==> config.mk <==
export PLATFORM = sky130hd
export DESIGN_NAME = load_store_unit_flat
export DESIGN_NICKNAME = d
export VERILOG_FILES = /design/src/rtl/load_store_unit_if.sv /design/src/rtl/load_store_unit.sv /design/src/flat_wrapper.sv
export SDC_FILE = /design/constraint.sdc
export NUM_CORES = 1
export LEC_CHECK = 0
export BUFFER_PORTS_ARGS = -buffer_cell sky130_fd_sc_hd__buf_2
export CAP_MARGIN = 10
export CORE_AREA = 2 2 162 124
export DETAILED_ROUTE_END_ITERATION = 6
export DIE_AREA = 0 0 164 126
export PLACE_DENSITY_LB_ADDON = 0.2
export SLEW_MARGIN = 40
export SYNTH_ARGS = -nofsm -noshare
export SYNTH_HDL_FRONTEND = slang
export SYNTH_SLANG_ARGS = --single-unit
==> constraint.sdc <==
create_clock -name clock -period 3.5 [get_ports clock]
set_input_delay 0.175 -clock clock [delete_from_list [all_inputs] [get_ports clock]]
set_output_delay 0.175 -clock clock [all_outputs]
set_load 0.01 [all_outputs]
==> src/rtl/load_store_unit_if.sv <==
// Request, response and Data_mem signals of the load/store unit.
// slave  : the load/store unit's view (takes requests, drives Data_mem).
// master : the surrounding environment's view (CPU execute stage plus Data_mem).
interface load_store_unit_if;
  logic        req_valid;
  logic        req_ready;
  logic        req_write;
  logic [1:0]  req_size;
  logic        req_unsigned;
  logic [31:0] req_addr;
  logic [31:0] req_wdata;
  logic        resp_valid;
  logic [31:0] resp_rdata;
  logic        resp_err;
  logic        mem_write;
  logic [31:0] mem_address;
  logic [31:0] mem_writeData;
  logic [31:0] mem_readData;

  modport slave (
    input  req_valid, req_write, req_size, req_unsigned, req_addr, req_wdata,
    input  mem_readData,
    output req_ready, resp_valid, resp_rdata, resp_err,
    output mem_write, mem_address, mem_writeData
  );

  modport master (
    output req_valid, req_write, req_size, req_unsigned, req_addr, req_wdata,
    output mem_readData,
    input  req_ready, resp_valid, resp_rdata, resp_err,
    input  mem_write, mem_address, mem_writeData
  );
endinterface

==> src/rtl/load_store_unit.sv <==
// Sub-word load/store engine between the execute stage and word-wide Data_mem.
// Byte/half/word requests become aligned word accesses; sub-word stores are
// read-modify-write; loads are sign- or zero-extended; misaligned requests
// finish with resp_err and no memory access.
// Ports:
//   clock  rising-edge clock
//   reset  synchronous, active-high
//   bus    load_store_unit_if.slave: req_* handshake in, resp_* out,
//          mem_* to/from Data_mem
module load_store_unit #(
  parameter int unsigned MEM_READ_LATENCY = 1
) (
  input  logic               clock,
  input  logic               reset,
  load_store_unit_if.slave   bus
);

  localparam int unsigned CNT_W = 2;
  localparam logic [1:0]  SZ_BYTE = 2'b00;
  localparam logic [1:0]  SZ_HALF = 2'b01;
  localparam logic [1:0]  SZ_WORD = 2'b10;

  typedef enum logic [1:0] {IDLE, READ, WRITE, RESP} state_t;

  typedef struct packed {
    logic        write;
    logic [1:0]  size;
    logic        uns;
    logic [31:0] addr;
    logic [31:0] wdata;
  } req_t;

  state_t           state_q, state_d;
  req_t             req_q, req_d, req_in;
  logic [31:0]      word_q, word_d;
  logic [CNT_W-1:0] cnt_q, cnt_d;

  logic        ready_q, ready_d;
  logic        resp_valid_q, resp_valid_d;
  logic [31:0] resp_rdata_q, resp_rdata_d;
  logic        resp_err_q, resp_err_d;
  logic        mem_write_q, mem_write_d;
  logic [31:0] mem_address_q, mem_address_d;
  logic [31:0] mem_wdata_q, mem_wdata_d;

  // Misalignment / reserved-size detection.
  function automatic logic is_mis(input logic [1:0] size, input logic [1:0] a);
    case (size)
      SZ_BYTE: is_mis = 1'b0;
      SZ_HALF: is_mis = a[0];
      SZ_WORD: is_mis = (a != 2'b00);
      default: is_mis = 1'b1;
    endcase
  endfunction

  // Select the addressed lane(s) of the captured word and extend.
  function automatic logic [31:0] extend(input req_t r, input logic [31:0] word);
    logic [7:0]  b;
    logic [15:0] h;
    b = word[{r.addr[1:0], 3'b000} +: 8];
    h = r.addr[1] ? word[31:16] : word[15:0];
    case (r.size)
      SZ_BYTE: extend = {{24{~r.uns & b[7]}}, b};
      SZ_HALF: extend = {{16{~r.uns & h[15]}}, h};
      default: extend = word;
    endcase
  endfunction

  // Replace only the addressed lane(s) of the captured word with store data.
  function automatic logic [31:0] merge(input req_t r, input logic [31:0] word);
    merge = word;
    case (r.size)
      SZ_BYTE: merge[{r.addr[1:0], 3'b000} +: 8]  = r.wdata[7:0];
      SZ_HALF: merge[{r.addr[1], 4'b0000} +: 16] = r.wdata[15:0];
      default: merge = r.wdata;
    endcase
  endfunction

  assign req_in = '{write: bus.req_write, size: bus.req_size, uns: bus.req_unsigned,
                    addr: bus.req_addr, wdata: bus.req_wdata};

  // Next state, latched fields and next output values.
  always_comb begin
    state_d = state_q;
    req_d   = req_q;
    word_d  = word_q;
    cnt_d   = cnt_q;

    case (state_q)
      IDLE: begin
        if (bus.req_valid && ready_q) begin
          req_d = req_in;
          if (is_mis(req_in.size, req_in.addr[1:0])) begin
            state_d = RESP;
          end else if (!req_in.write || (req_in.size != SZ_WORD)) begin
            state_d = READ;
            cnt_d   = CNT_W'(MEM_READ_LATENCY - 1);
          end else begin
            state_d = WRITE;
          end
        end
      end
      READ: begin
        if (cnt_q == '0) begin
          word_d  = bus.mem_readData;
          state_d = req_q.write ? WRITE : RESP;
        end else begin
          cnt_d = cnt_q - CNT_W'(1);
        end
      end
      WRITE:   state_d = RESP;
      default: state_d = IDLE;
    endcase

    ready_d       = (state_d == IDLE);
    mem_write_d   = (state_d == WRITE);
    mem_address_d = ((state_d == READ) || (state_d == WRITE)) ?
                    {req_d.addr[31:2], 2'b00} : 32'h0;
    mem_wdata_d   = (state_d == WRITE) ? merge(req_d, word_d) : 32'h0;
    resp_valid_d  = (state_d == RESP);
    resp_err_d    = (state_d == RESP) && is_mis(req_d.size, req_d.addr[1:0]);
    resp_rdata_d  = ((state_d == RESP) && !req_d.write && !is_mis(req_d.size, req_d.addr[1:0])) ?
                    extend(req_d, word_d) : 32'h0;
  end

  // State, latched request and registered outputs.
  always_ff @(posedge clock) begin
    if (reset) begin
      state_q       <= IDLE;
      req_q         <= '0;
      word_q        <= 32'h0;
      cnt_q         <= '0;
      ready_q       <= 1'b1;
      resp_valid_q  <= 1'b0;
      resp_rdata_q  <= 32'h0;
      resp_err_q    <= 1'b0;
      mem_write_q   <= 1'b0;
      mem_address_q <= 32'h0;
      mem_wdata_q   <= 32'h0;
    end else begin
      state_q       <= state_d;
      req_q         <= req_d;
      word_q        <= word_d;
      cnt_q         <= cnt_d;
      ready_q       <= ready_d;
      resp_valid_q  <= resp_valid_d;
      resp_rdata_q  <= resp_rdata_d;
      resp_err_q    <= resp_err_d;
      mem_write_q   <= mem_write_d;
      mem_address_q <= mem_address_d;
      mem_wdata_q   <= mem_wdata_d;
    end
  end

  assign bus.req_ready     = ready_q;
  assign bus.resp_valid    = resp_valid_q;
  assign bus.resp_rdata    = resp_rdata_q;
  assign bus.resp_err      = resp_err_q;
  assign bus.mem_write     = mem_write_q;
  assign bus.mem_address   = mem_address_q;
  assign bus.mem_writeData = mem_wdata_q;

endmodule

==> src/flat_wrapper.sv <==
// flat-port wrapper written by rule: the top's interface ports become plain ports
module load_store_unit_flat 
#(
  parameter int unsigned MEM_READ_LATENCY = 1
)
  (clock, reset, bus_req_valid, bus_req_write, bus_req_size, bus_req_unsigned, bus_req_addr, bus_req_wdata, bus_mem_readData, bus_req_ready, bus_resp_valid, bus_resp_rdata, bus_resp_err, bus_mem_write, bus_mem_address, bus_mem_writeData);
  load_store_unit_if bus_i ();
  input  logic clock;
  input  logic reset;
  input wire logic [$bits(bus_i.req_valid)-1:0] bus_req_valid;
  input wire logic [$bits(bus_i.req_write)-1:0] bus_req_write;
  input wire logic [$bits(bus_i.req_size)-1:0] bus_req_size;
  input wire logic [$bits(bus_i.req_unsigned)-1:0] bus_req_unsigned;
  input wire logic [$bits(bus_i.req_addr)-1:0] bus_req_addr;
  input wire logic [$bits(bus_i.req_wdata)-1:0] bus_req_wdata;
  input wire logic [$bits(bus_i.mem_readData)-1:0] bus_mem_readData;
  output wire logic [$bits(bus_i.req_ready)-1:0] bus_req_ready;
  output wire logic [$bits(bus_i.resp_valid)-1:0] bus_resp_valid;
  output wire logic [$bits(bus_i.resp_rdata)-1:0] bus_resp_rdata;
  output wire logic [$bits(bus_i.resp_err)-1:0] bus_resp_err;
  output wire logic [$bits(bus_i.mem_write)-1:0] bus_mem_write;
  output wire logic [$bits(bus_i.mem_address)-1:0] bus_mem_address;
  output wire logic [$bits(bus_i.mem_writeData)-1:0] bus_mem_writeData;
  assign bus_i.req_valid = bus_req_valid;
  assign bus_i.req_write = bus_req_write;
  assign bus_i.req_size = bus_req_size;
  assign bus_i.req_unsigned = bus_req_unsigned;
  assign bus_i.req_addr = bus_req_addr;
  assign bus_i.req_wdata = bus_req_wdata;
  assign bus_i.mem_readData = bus_mem_readData;
  assign bus_req_ready = bus_i.req_ready;
  assign bus_resp_valid = bus_i.resp_valid;
  assign bus_resp_rdata = bus_i.resp_rdata;
  assign bus_resp_err = bus_i.resp_err;
  assign bus_mem_write = bus_i.mem_write;
  assign bus_mem_address = bus_i.mem_address;
  assign bus_mem_writeData = bus_i.mem_writeData;
  load_store_unit #(.MEM_READ_LATENCY(MEM_READ_LATENCY)) u_core (.clock(clock), .reset(reset), .bus(bus_i));
endmodule
==> impl_metrics.ini, run 1 <==
[run_status]
status = complete, no violations

[drt]
drc = 0
dr.first_iter.drc_count = 720
drt_first_pass_iters = 7
viasPerCell = 5.36
routed_wl_mm = 25.7
wl_per_cell_um = 18.1
ant_nets = 0
vias = 7598

[sta]
fin_skew_ns = 0.00937
setup_viol = 0
max_freq_mhz = 341
fin_ws_ns = 0.571
hold_slack_ns = 0.00289
final_hold_viol_count = 0
max_slew_margin_pct = 43.2
fin_tns_setup_ns = 0
period_share_pct = 83.7
rsz0062_at_grt = no
maxSlewViolCount = 0
tightest_slew_ns = 0.828
period_needed_ns = 2.93

[cells_and_area]
regArea_mm2 = 0.00404
final_nets = 1260
final_area_mm2 = 0.0108
final_cells = 1417
nFillCells = 1755
multi_input_area_mm2 = 0.00399
final_core_util_pct = 56.6
area_delta_synth_final_pct = 28.2
drive_gt1_share_pct = 27.0
antenna_cells = 0

[placement]
placed_area_mm2 = 0.00963
hpwl_mm = 17.4
routabilityCongestion = 0.905
io_buffers = 200
place_ws_ns = 0.570
place_inst = 1333

[worst_setup_path]
crit_family = compound AO/OA/AOI/OAI gates
slowest_stage = a22oi_4
worst-path-buf-inv = 3
worstPathCellList = nor4bb_4, buf_4, mux2i_4, buf_4, inv_4, mux2i_1, a22oi_4, a211oi_1
slowest_delay_ns = 0.60
worstPathMaxFanout = 19
required_ns = 3.84
start_kind = register
cpMostUsedCell = buf_4
crit_type = register to register
critical_path.endpoint_type = register
arrival_ns = 3.27

[clock_tree]
cts_made_buffers = 21
max-clock-path-buffers = 3
postCtsSetupRepairBufs = 0
clk_pin_slew_ns = 0.07
clk_root_buffer_cell = clkbuf_16
cts_tree = yes
htreeDepth = 1
cts.sinks = 202
clkLatencyLatePin_ns = 0.50

[yosys]
synthFlopType = dfxtp_1
postSynth.asyncResetShare_pct = 0
synth_cell_types = 59
seq_area_frac_synth_pct = 48.0
syn_avg_cell_area_um2 = 9.16
synth_edf_count = 0
synth_warnings = 0
syn_inst = 920
ys_seq_elements = 202
post-synth-top-count-cell = dfxtp_1
yosys-top-cells-count = dfxtp_1 (202), nor2_1 (125), nand2_1 (104)
synth_top_cell_by_area = dfxtp_1
synth_top_area_share_pct = 48.0
syn-cell-area_mm2 = 0.00843
synthTopCellsByArea = dfxtp_1 (48%), mux2i_1 (7.6%), nor2_1 (5.6%), nand2_1 (4.6%), a21oi_1 (4.5%)

[die]
dieArea_mm2 = 0.0207
core-area_mm2 = 0.0191
die_w_um = 164
num_rows = 44
fp.dieH_um = 126
io_pins = 203
start_util_pct = 44.1

[power]
ir_drop_v = 0.000410
p_leak_nw = 4.67
p_total_mw = 9.09
power_density_mw_per_mm2 = 842

[hold_path]
hold_path_class = input pin to register

[global_routing]
grt_pass1_vias = 7295
grt_antenna_before_repair = 0
grt_overflow = 0
grt_max_degree = 58
gr-usage-all-layers_pct = 24.3
grt_first_pass_wirelength_mm = 39.6

[flow_run]
drv_cap = 0
state kept, by name, indices dropped and copies added (netlist names):
| register | count |
|---|---|
| u_core.req_q | 68 |
| u_core.bus.mem_writeData | 32 |
| u_core.bus.resp_rdata | 32 |
| u_core.word_q | 32 |
| u_core.bus.mem_address | 30 |
| u_core.cnt_q | 2 |
| u_core.state_q | 2 |
| u_core.bus.mem_write | 1 |
| u_core.bus.req_ready | 1 |
| u_core.bus.resp_err | 1 |
| u_core.bus.resp_valid | 1 |
worst register-to-register path: stages (launching register included):
cell,delay (ns)
dfxtp_1,0.40
nor4bb_4,0.39
buf_4,0.37
mux2i_4,0.29
buf_4,0.24
inv_4,0.13
mux2i_1,0.20
a22oi_4,0.60
a211oi_1,0.16
cell type report:
class                   count  share of cell area (%)
flip-flops and latches    202                    37.4
multi-input cells         640                    36.9
repair buffers            275                    15.8
clock buffers              28                    5.29
well taps                 253                    2.93
clock inverters             9                    1.23
inverters                  10                   0.371
what timing repair did:
item / 4_1_cts / 5_1_grt
hold buffers: 47 / 0
hold endpoints to repair: 47 / 0
setup endpoints to repair: 0 / 0
resized for setup: 0 / 0
power breakdown:
group | internal [mW] | switching, mW | total, mW
Clock | 1.38 | 0.932 | 2.31
Combinational | 1.37 | 2.53 | 3.90
Sequential | 2.73 | 0.149 | 2.88
Total | 5.48 | 3.61 | 9.09
placed cells by master, fill, tap and decap left out, drive strengths merged, types with 3 or more instances in the layout:
master       count
bufinv           3
nand2b          21
mux2            22
a221oi           4
nor2b           12
nand3            9
o32ai           13
a31oi           28
nand2          104
a21oi           79
a2bb2oi          3
mux2i           67
a222oi           5
dlygate4sd3     47
buf            228
ha               7
o21a             7
and2            31
or2              6
nor2           126
a211oi          18
inv             10
nor4            13
a22oi            5
nor3b            3
dfxtp          202
o21ai           16
nor3            14
clkbuf          28
o211ai           6
clkinv           4
routing by layer:
metal	vias to the layer above	wire length (um)	part of all wire, %	GRT usage (%)
met4	0	597	2.3	6.19
met5	-	0	0	0
li1	3657	-	-	-
met2	328	11100	43	36.3
met1	3563	12100	47	36.0
met3	50	1930	7.5	4.41
logic make-up (layout without fill, tap and decap cells):
logic type / Yosys count / after routing / synth area share, %
other: 1 / 2 / 0.0445
AND/OR/NAND/NOR: 349 / 349 / 19.1
adder cells (fa/ha/maj): 7 / 7 / 1.04
flip-flops: 202 / 202 / 48.0
multiplexers: 89 / 89 / 11.4
buffers and inverters: 79 / 322 / 4.94
AO/OA/AOI/OAI: 193 / 193 / 15.5
worst paths after layout:
check / start / endpoint / cells after the start / slack [ns]
setup / recovery: u_core.state_q[0]$_SDFF_PP0_ / u_core.bus.resp_rdata[19]$_SDFF_PP0_ / 8 / 0.57
hold / removal: bus_req_wdata[10] / u_core.req_q[10]$_SDFF_PP0_ / 3 / 0.003
setup reg to reg: u_core.state_q[0]$_SDFF_PP0_ / u_core.bus.resp_rdata[19]$_SDFF_PP0_ / 8 / 0.57
hold reg to reg: u_core.req_q[37]$_SDFF_PP0_ / u_core.req_q[37]$_SDFF_PP0_ / 2 / 0.45
Note: power is estimated with default switching activity, not from simulation.
==> inputs of run 2 (changes only) <==
ABC_AREA = 1   (was not set)
CORE_AREA = 2 2 163 125   (was 2 2 162 124)
DIE_AREA = 0 0 165 127   (was 0 0 164 126)
clock period = 2.4 ns   (was 3.5 ns; I/O delays follow)
==> run 2 against run 1 <==
Effect of this change: the flow now finishes with violations (negative hold slack); sequential share of layout area down 1.4 points; critical path depth up 4; synthesized cell count up 26%; clock skew up 0.0013 ns; wire length up 0.75%; via count up 9.2%; clock-buffer cell count unchanged; combinational power up 86%; first-iteration DRC count down 9.2%; global-route usage up 0.10 points; utilization up 2.0 points; power up 66%; critical path type unchanged.
==> impl_metrics.ini, run 2 <==
[power]
p_total_mw = 15.1
ir_drop_v = 0.000762
p_leak_nw = 5.78
power_density_mw_per_mm2 = 1340

[worst_setup_path]
crit_type = register to register
required_ns = 2.81
start_kind = register
worstRegToRegCells = 12
arrival_ns = 2.64
reg2reg_setup_slack_ns = 0.17
critical_path.endpoint_type = register
worstPathMaxFanout = 16

[clock_tree]
clk_pin_slew_ns = 0.06
cts_made_buffers = 21
htreeDepth = 1
cts_tree = yes
clkLatencyLatePin_ns = 0.51
cts.sinks = 202
clk_root_buffer_cell = clkbuf_16
max-clock-path-buffers = 3

[global_routing]
grt_antenna_before_repair = 0
grt_max_degree = 49
gr-usage-all-layers_pct = 24.4
grt_pass1_vias = 7922
grt_overflow = 0
grt_first_pass_wirelength_mm = 40.5

[yosys]
seq_area_frac_synth_pct = 47.3
postSynth.asyncResetShare_pct = 0
yosys-top-cells-count = nand2_1 (307), dfxtp_1 (202), nor2_1 (186)
synthTopCellsByArea = dfxtp_1 (47%), nand2_1 (13%), nor2_1 (8.2%), inv_1 (5.1%), mux2i_1 (4.5%)
synth_edf_count = 0
synth_cell_types = 37
syn_inst = 1158
syn_avg_cell_area_um2 = 7.38
ys_seq_elements = 202
synth_top_area_share_pct = 47.3
synthFlopType = dfxtp_1
synth_warnings = 0
syn-cell-area_mm2 = 0.00855
post-synth-top-count-cell = nand2_1
synth_top_cell_by_area = dfxtp_1

[cells_and_area]
layout_commonest_cell = nand2_1
drive_gt1_share_pct = 22.0
top_register = u_core.req_q
final_cells = 1695
antenna_cells = 0
final_nets = 1538
final_area_mm2 = 0.0112
area_delta_synth_final_pct = 31.6
largest_reg_flops = 68
most-common-layout-cells = nand2_1 (307), dfxtp_1 (201), buf_2 (199), nor2_1 (186), inv_1 (115)

[sta]
max_slew_margin_pct = 43.2
final_hold_viol_count = 1
setup_viol = 0
rsz0062_at_grt = no
period_needed_ns = 2.23
period_share_pct = 93.0
max_freq_mhz = 448
fin_skew_ns = 0.0107
maxSlewViolCount = 0
fin_tns_setup_ns = 0
tightest_slew_ns = 0.843
hold_slack_ns = -0.0172

[die]
num_rows = 44
start_util_pct = 44.5
io_pins = 203
dieArea_mm2 = 0.0210
die_w_um = 165
core-area_mm2 = 0.0192
fp.dieH_um = 127

[flow_run]
drv_cap = 0

[placement]
hpwl_mm = 17.9
placed_area_mm2 = 0.00987
place_inst = 1595
io_buffers = 200
routabilityCongestion = 0.917

[drt]
drt_first_pass_iters = 5
routed_wl_mm = 25.9
vias = 8295
dr.first_iter.drc_count = 654
wl_per_cell_um = 15.3
ant_nets = 0
drc = 0
viasPerCell = 4.89

[hold_path]
hold_path_class = input pin to register
worstHoldPathCells = 3

[run_status]
status = finished, violations left
failed_checks = negative hold slack
run 2: worst max-delay path, stage by stage (launching register included):
cell and delay, ns:
dfxtp_1 0.33, nand2_1 0.05, inv_1 0.17, nand2_4 0.19, nand2_1 0.12, nand2_2 0.05, buf_4 0.21, ha_1 0.25
nor2_1 0.24, nand3_1 0.10, o21ai_0 0.09, nand2_1 0.09, a21oi_1 0.24
run 2: logic make-up after synthesis:
| logic type | synth area share [%] |
|---|---|
| AOI/OAI and AO/OA | 10.5 |
| adders and majority gates | 1.02 |
| buffers and inverters | 9.24 |
| muxes | 4.45 |
| and+or+nand+nor | 27.5 |
| DFF | 47.3 |
| other | 0.0439 |
run 2: final cells by class:
cell class / instances / area (um^2)
Fill cell: 1819 / 7970
Clock inverter: 9 / 154
Clock buffer: 28 / 582
Timing Repair Buffer: 304 / 1970
Sequential cell: 202 / 4050
Multi-Input combinational cell: 779 / 3720
Tap cell: 253 / 317
Inverter: 120 / 453
run 2: through the flow:
step                      util, %  hold slack [ns]  setup WS (ns)
after global routing         58.5           0.0260        0.00192
after CTS                    58.5          0.00413          0.191
final                        58.5          -0.0172          0.169
after global placement       51.4            0.372          0.240
after floorplan                 -            0.283        0.00900
after detailed placement     51.4            0.376          0.213
run 2: worst paths after layout:
| check | from | end |
|---|---|---|
| max | u_core.bus.req_ready$_SDFF_PP1_ | u_core.bus.mem_writeData[25]$_SDFF_PP0_ |
| min reg2reg | u_core.cnt_q[1]$_SDFFE_PP0P_ | u_core.cnt_q[1]$_SDFFE_PP0P_ |
| max reg2reg | u_core.bus.req_ready$_SDFF_PP1_ | u_core.bus.mem_writeData[25]$_SDFF_PP0_ |
| min | bus_req_size[0] | u_core.req_q[65]$_SDFF_PP0_ |
run 2: metal layers:
metal  routed length [um]  part of all wire (%)  track usage (%)
met4                  922                   3.6             8.44
met2                11000                    43             37.7
met1                11700                    45             33.2
met5                    0                     0                0
met3                 2150                   8.3             5.97
run 2: power breakdown:
| part | switching [mW] | internal, mW |
|---|---|---|
| registers | 0.231 | 4.11 |
| clock network | 1.37 | 2.14 |
| logic | 4.81 | 2.44 |
run 2: what timing repair did:
| item | CTS | global route |
|---|---|---|
| resized for setup | 0 | 3 |
| hold endpoints to repair | 93 | 0 |
| hold buffers | 63 | 0 |
| endpoints found under the setup margin | 0 | 4 |
| setup buffers | 0 | 0 |
